**src/rtl/pipe_skid_stage.sv**
```systemverilog
// pipe_skid_stage: valid/ready pipeline register with one cycle of latency, synchronous flush
// and a saturating stall counter. Define PIPE_SKID_EN for the two-entry skid buffer with registered in_ready.
module pipe_skid_stage #(
  parameter int DW = 64,
  parameter int CW = 8
) (
  input  logic          clk,
  input  logic          rst_n,
  input  logic          flush,
  input  logic          in_valid,
  output logic          in_ready,
  input  logic [DW-1:0] in_data,
  output logic          out_valid,
  input  logic          out_ready,
  output logic [DW-1:0] out_data,
  output logic [CW-1:0] stall_cnt
);

  // state | meaning
  // EMPTY | no entry held, out_valid=0
  // ONE   | main holds the head entry
  // TWO   | main holds the head, skid holds the next entry (skid build only)
  typedef enum logic [1:0] {
    EMPTY = 2'd0,
    ONE   = 2'd1,
    TWO   = 2'd2
  } state_t;

  localparam logic [CW-1:0] STALL_MAX = '1;

  state_t        state;
  state_t        state_nxt;
  logic          in_fire;
  logic          out_fire;
  logic          main_ld_in;
  logic [DW-1:0] main_q;

  assign in_fire  = in_valid & in_ready;
  assign out_fire = out_valid & out_ready;

  always_ff @(posedge clk or negedge rst_n) begin
    if (!rst_n) begin
      state <= EMPTY;
    end else begin
      state <= state_nxt;
    end
  end

  // flush wins over any handshake completing in the same cycle
  always_comb begin
    state_nxt = state;
    if (flush) begin
      state_nxt = EMPTY;
    end else begin
      case (state)
        EMPTY: begin
          if (in_fire) state_nxt = ONE;
        end
        ONE: begin
`ifdef PIPE_SKID_EN
          if (in_fire && !out_fire) begin
            state_nxt = TWO;
          end else if (!in_fire && out_fire) begin
            state_nxt = EMPTY;
          end
`else
          if (!in_fire && out_fire) state_nxt = EMPTY;
`endif
        end
`ifdef PIPE_SKID_EN
        TWO: begin
          if (out_fire) state_nxt = ONE;
        end
`endif
        default: state_nxt = EMPTY;
      endcase
    end
  end

  always_comb begin
    out_valid = (state != EMPTY);
`ifdef PIPE_SKID_EN
    in_ready  = (state != TWO);
`else
    in_ready  = (state == EMPTY) | out_ready;
`endif
  end

  // Without the skid entry, in_fire in ONE implies out_ready, so ONE always refills main.
  assign main_ld_in = !flush && in_fire &&
                      ((state == EMPTY) || ((state == ONE) && out_fire));

`ifdef PIPE_SKID_EN
  logic [DW-1:0] skid_q;
  logic          skid_ld;
  logic          main_ld_skid;

  assign skid_ld      = !flush && (state == ONE) && in_fire && !out_fire;
  assign main_ld_skid = !flush && (state == TWO) && out_fire;

  always_ff @(posedge clk or negedge rst_n) begin
    if (!rst_n) begin
      skid_q <= '0;
    end else if (skid_ld) begin
      skid_q <= in_data;
    end
  end

  always_ff @(posedge clk or negedge rst_n) begin
    if (!rst_n) begin
      main_q <= '0;
    end else if (main_ld_in) begin
      main_q <= in_data;
    end else if (main_ld_skid) begin
      main_q <= skid_q;
    end
  end
`else
  always_ff @(posedge clk or negedge rst_n) begin
    if (!rst_n) begin
      main_q <= '0;
    end else if (main_ld_in) begin
      main_q <= in_data;
    end
  end
`endif

  assign out_data = main_q;

  // Survives flush on purpose so redirect storms still show up in the stall count.
  always_ff @(posedge clk or negedge rst_n) begin
    if (!rst_n) begin
      stall_cnt <= '0;
    end else if (out_valid && !out_ready && (stall_cnt != STALL_MAX)) begin
      stall_cnt <= stall_cnt + CW'(1);
    end
  end

endmodule

```
**config.mk**
```make
export PLATFORM = sky130hd
export DESIGN_NAME = pipe_skid_stage
export DESIGN_NICKNAME = d
export VERILOG_FILES = /design/src/rtl/pipe_skid_stage.sv
export SDC_FILE = /design/constraint.sdc
export NUM_CORES = 1
export LEC_CHECK = 0
export BUFFER_PORTS_ARGS = -buffer_cell sky130_fd_sc_hd__buf_2
export CAP_MARGIN = 10
export CORE_ASPECT_RATIO = 0.75
export CORE_MARGIN = 1.5
export CORE_UTILIZATION = 35
export CTS_CLUSTER_SIZE = 16
export DETAILED_ROUTE_END_ITERATION = 10
export PLACE_DENSITY = 0.68
export SYNTH_ARGS = -nofsm -noshare
export SYNTH_HDL_FRONTEND = slang
export SYNTH_SLANG_ARGS = --single-unit
```
**constraint.sdc**
```tcl
create_clock -name clk -period 3.5 [get_ports clk]
set_clock_uncertainty 0.15 [all_clocks]
set_input_delay 0.175 -clock clk [delete_from_list [all_inputs] [get_ports clk]]
set_output_delay 0.175 -clock clk [all_outputs]
set_load 0.03 [all_outputs]
```
Word-level counts from Yosys, hierarchy flattened
Cells that the tools add are included.

operators by class
  add/sub/neg operators = 1
  equality and inequality tests = 4
  mux-type cells = 4
  bitwise gates (word level) = 3
  reductions and logical operators = 13

operators by type and width
  operator                                              count
  adder 8 x 1 -> 8 bit (second input constant)          1
  != test 8 bit (second input constant)                 1
  logical AND 1 bit                                     6
  2-to-1 mux 2 bit                                      3
  != test 3 bit (second input constant)                 2
  case mux 2 bit (2 select lines)                       1
  logical NOT 1 bit                                     3
  bitwise AND 1 bit                                     2
  equality test 2 x 1 -> 1 bit (second input constant)  1
  logical NOT 2 bit                                     1
  AND reduction 2 bit                                   1
  nonzero test 2 bit                                    1
  logical OR 1 bit                                      1
  bitwise OR 1 bit                                      1

word-level totals
  flip-flop bits (word level) = 74
  input bits = 69
  logic and storage cells = 28

Depth between registers and ports, before layout
  word-level depth = 8
  gate-level depth with buffers = 5
  gate-level depth less buffers = 4

Worst setup path after synthesis
Ideal clock, no wire load.

  kind = register to register
  start = register stall_cnt[0]
  end = register stall_cnt[1]
  arrival = 1,496 ps
  required time = 3,225 ps
  setup slack = 1,730 ps
  cell stages (with the launch flop) = 5
  clock period less this slack = 1,770 ps
  cells stage by stage = dfrtp_1 -> ha_1 -> and3_1 -> a21o_2 -> mux2_2

between the ends
  cells in the longest elaborated chain, start to end = 2
  elaborated cells between the ends (all ways) = 3

ends and longest elaborated chain
  what                                                          line  source
  start, declared                                               16    output logic [CW-1:0] stall_cnt
  start signal, assigned                                        135   stall_cnt <= stall_cnt + CW'(1);
  branches (longest 2 deep; another with adder 8 x 1 -> 8 bit)  n/a

Several ways; the timed one is not identified.
A chain may end at the register's enable or synchronous reset.

Worst setup path after layout
  start = input flush
  end = register main_q[16] (netlist: out_data[16])

between the ends
  cells in the longest elaborated chain, start to end = 3

ends and longest elaborated chain
  what                            line  source
  start, declared                 9     input logic flush,
  logical NOT 1 bit               90    assign main_ld_in = !flush && in_fire &&
  logical AND 1 bit (2 in a row)  90
  end signal, assigned            123   main_q <= in_data;
  end, declared                   36    logic [DW-1:0] main_q;

Every way passes these cells.

==> results.md <==
* Status: finished, final reports clean
* Layout cells sized above 1 at 0.561
* Met3 WL at 453 um
* Switching share of power at 0.365
* Worst Path Class, Setup: in -> reg
* CTS clock-pin slew for the worst setup and hold paths at 0.07 ns
* Clk_lat worst skew at 0.34 ns
* Synth top area share at 0.634
* Detailed-route vias per instance at 4.41
* Htree depth at 3
* Vias in the first global route at 2,232
* Clock power share at 0.221
* Post-synthesis cell area at 2880 sq um
* Clock buffer depth at 2
* CP max FO at 35
* Library cells used by synthesis at 22
* Post-CTS Setup Bufs at 0
* Cell Int Power at 1.57 mW
* Setup tns final at 0 ns
* Nets at 461
* Buffers on Ports at 142
* Final core occ at 0.564
* Max Clk Rate at 551 MHz
* VDD IR-drop max at 0.000376 V
* Die Span Y at 81.6 um
* Core Area at 7950 sq um
* Routed met2 length at 3440 um
* Diodes inserted at 0
* Routed Antenna Nets at 0
* Routed vias at 2,211
* # rows at 28
* Largest cells by area after synthesis: dfrtp_1 (63%), mux2_2 (24%), buf_6 (3.1%)
* IO Pins at 143
* Post-synth top area cell: dfrtp_1
* Final cycle utilization of the critical path at 0.518
* CTS root buf: clkbuf_8
* Die Wd at 108 um
* Fin. Hold Viols at 0
* Yosys synthesis warning count at 0
* Pwr/cell area at 551 nW/um^2
* Post-CTS sizing at 0
* CTS tree: yes
* R2r setup slk at 1.69 ns
* DR DRC count at 0
* Yosys reg bits at 73
* Synth async-reset ratio at 1.00
* Logic pwr share at 0.334
* Flop pwr share at 0.445
* Tightest Pin Transition at 0.917 ns
* M1 WL at 2780 um
* Initial DRC Count at 60
* TritonCTS Buffers at 9
* Initial antenna violation count at 0
* Clock Sinks at 73
* RSZ-0062 raised after global routing: false
* Post-synth EDFFs at 0
* Die ar. at 8790 sq um
* Min-Delay Path Class: in -> reg
* GRT Util Overall at 0.161
* Syn avg cell area at 16.3 sq um
* First-pass DRT Iterations at 4
* Total gr overflow at 0
* First-pass GRT wire length at 10,700 um
* Share of the yosys chip area belonging to registers at 0.634
* Uppermost layer routed: met4
* Max Slew Vio Count at 0
* Setup-failing EPs final at 0
* Gpl congestion at 0.754
* WL per Instance at 13.5 um
* Area grow syn2layout at 55.6%
* Type of origin of the critical path: primary input
* Worst EP required at 3.58 ns
* Number of max-cap violations at 0
* Final WS setup at 1.69 ns
* Dpl ws at 1.69 ns
* CP Capture Type: flop
* Switch Pwr at 0.903 mW
* Crit path DAT at 1.89 ns
* Post-synthesis net count at 247
* Lkg Pwr at 2.15 nW
* Placed wire-length estimate at 4070 um
* Top_reg_cell synth: dfrtp_1
* Slew Limit Headroom at 0.388
* Routed wire length at 6740 um
* Hold-fix buffer count after cts at 67
* Post-Synthesis Cells at 177
* Final worst path period need at 1.81 ns
* Starting Density at 0.362
* Largest net degree at the start of global routing at 74
-- state kept, by name, summed over array words and instances, names as in the netlist --
| register | count |
|---|---|
| out_data | 64 |
| stall_cnt | 8 |
| state | 1 |
-- kinds of logic after synthesis --
group           count (synthesis)  synth area share
compound gates                  5            0.0195
xor+xnor                        5            0.0152
fa+ha+maj                       1           0.00434
buf+inv                        10            0.0339
flops                          73             0.634
mux                            66             0.258
simple gates                   17            0.0352
-- layout make-up --
| type | count | area [sq um] |
|---|---|---|
| fill | 641 | 3470 |
| sequential | 73 | 1830 |
| timing repair buffer | 211 | 1400 |
| multi-input combinational | 94 | 963 |
| clock buffer | 12 | 135 |
| tap | 105 | 131 |
| clock inverter | 4 | 20.0 |
| inverter | 2 | 7.51 |
-- cells in the final DEF (no fill, tap or decap), drive strengths merged --
| cell | instances |
|---|---|
| nor4 | 2 |
| ha | 1 |
| a2111oi | 1 |
| nand3b | 1 |
| and4 | 1 |
| xor2 | 4 |
| dlygate4sd3 | 67 |
| a21oi | 1 |
| buf | 144 |
| nand3 | 1 |
| nor2 | 3 |
| dfrtp | 73 |
| nor3 | 1 |
| a21o | 1 |
| a211oi | 2 |
| xnor2 | 1 |
| nor3b | 1 |
| nand2 | 5 |
| inv | 2 |
| and3 | 1 |
| clkinv | 4 |
| nor2b | 1 |
| clkbuf | 12 |
| mux2 | 66 |
-- power groups by stage --
| stage | Clock (mW) | Sequential (mW) | Combinational, mW |
|---|---|---|---|
| floorplan | 0 | 1.42 | 0.199 |
| global placement | 0 | 1.11 | 0.757 |
| detailed placement | 0 | 1.11 | 0.770 |
| CTS | 0.580 | 1.10 | 0.828 |
| global route | 0.609 | 1.12 | 0.881 |
| finish | 0.546 | 1.10 | 0.826 |
-- worst paths after layout --
| path | from | end | cells after the start |
|---|---|---|---|
| min reg2reg | out_data[63] | out_data[63] | 1 |
| min in group asynchronous | rst_n | stall_cnt[7] | 2 |
| max | flush | out_data[16] | 5 |
| min | out_ready | stall_cnt[2] | 4 |
| max reg2reg | state[0] | out_data[16] | 4 |
| max in group asynchronous | rst_n | out_data[52] | 2 |
-- layer usage --
| metal | global-route usage | vias to the layer above |
|---|---|---|
| met5 | 0 | - |
| met3 | 0.0698 | 7 |
| met2 | 0.278 | 80 |
| met1 | 0.186 | 1072 |
| li1 | - | 1052 |
| met4 | 0.0434 | 0 |
-- per-stage QoR --
step	instances	power [mW]	instance area, sq um	hold slack, ns
3_3_place_gp	418	1.86	3660	0.213
4_1_cts	501	2.51	4480	0.0466
2_1_floorplan	177	1.62	2880	-0.271
3_5_place_dp	418	1.88	3660	0.231
6_report	501	2.47	4480	0.0744
5_1_grt	501	2.62	4480	0.0553
-- synth_stat cells (all sizes together) (2+ instances only) --
| master | count |
|---|---|
| a211oi | 2 |
| dfrtp | 73 |
| nor4 | 2 |
| mux2 | 66 |
| inv | 2 |
| buf | 8 |
| nand2 | 5 |
| xor2 | 4 |
| nor2 | 3 |
-- critical path: stages --
cell	delay, ns
dlygate4sd3_1	0.53
buf_2	0.15
nor3b_4	0.19
buf_4	0.42
mux2_2	0.39
Note: power is estimated with default switching activity, not from simulation.
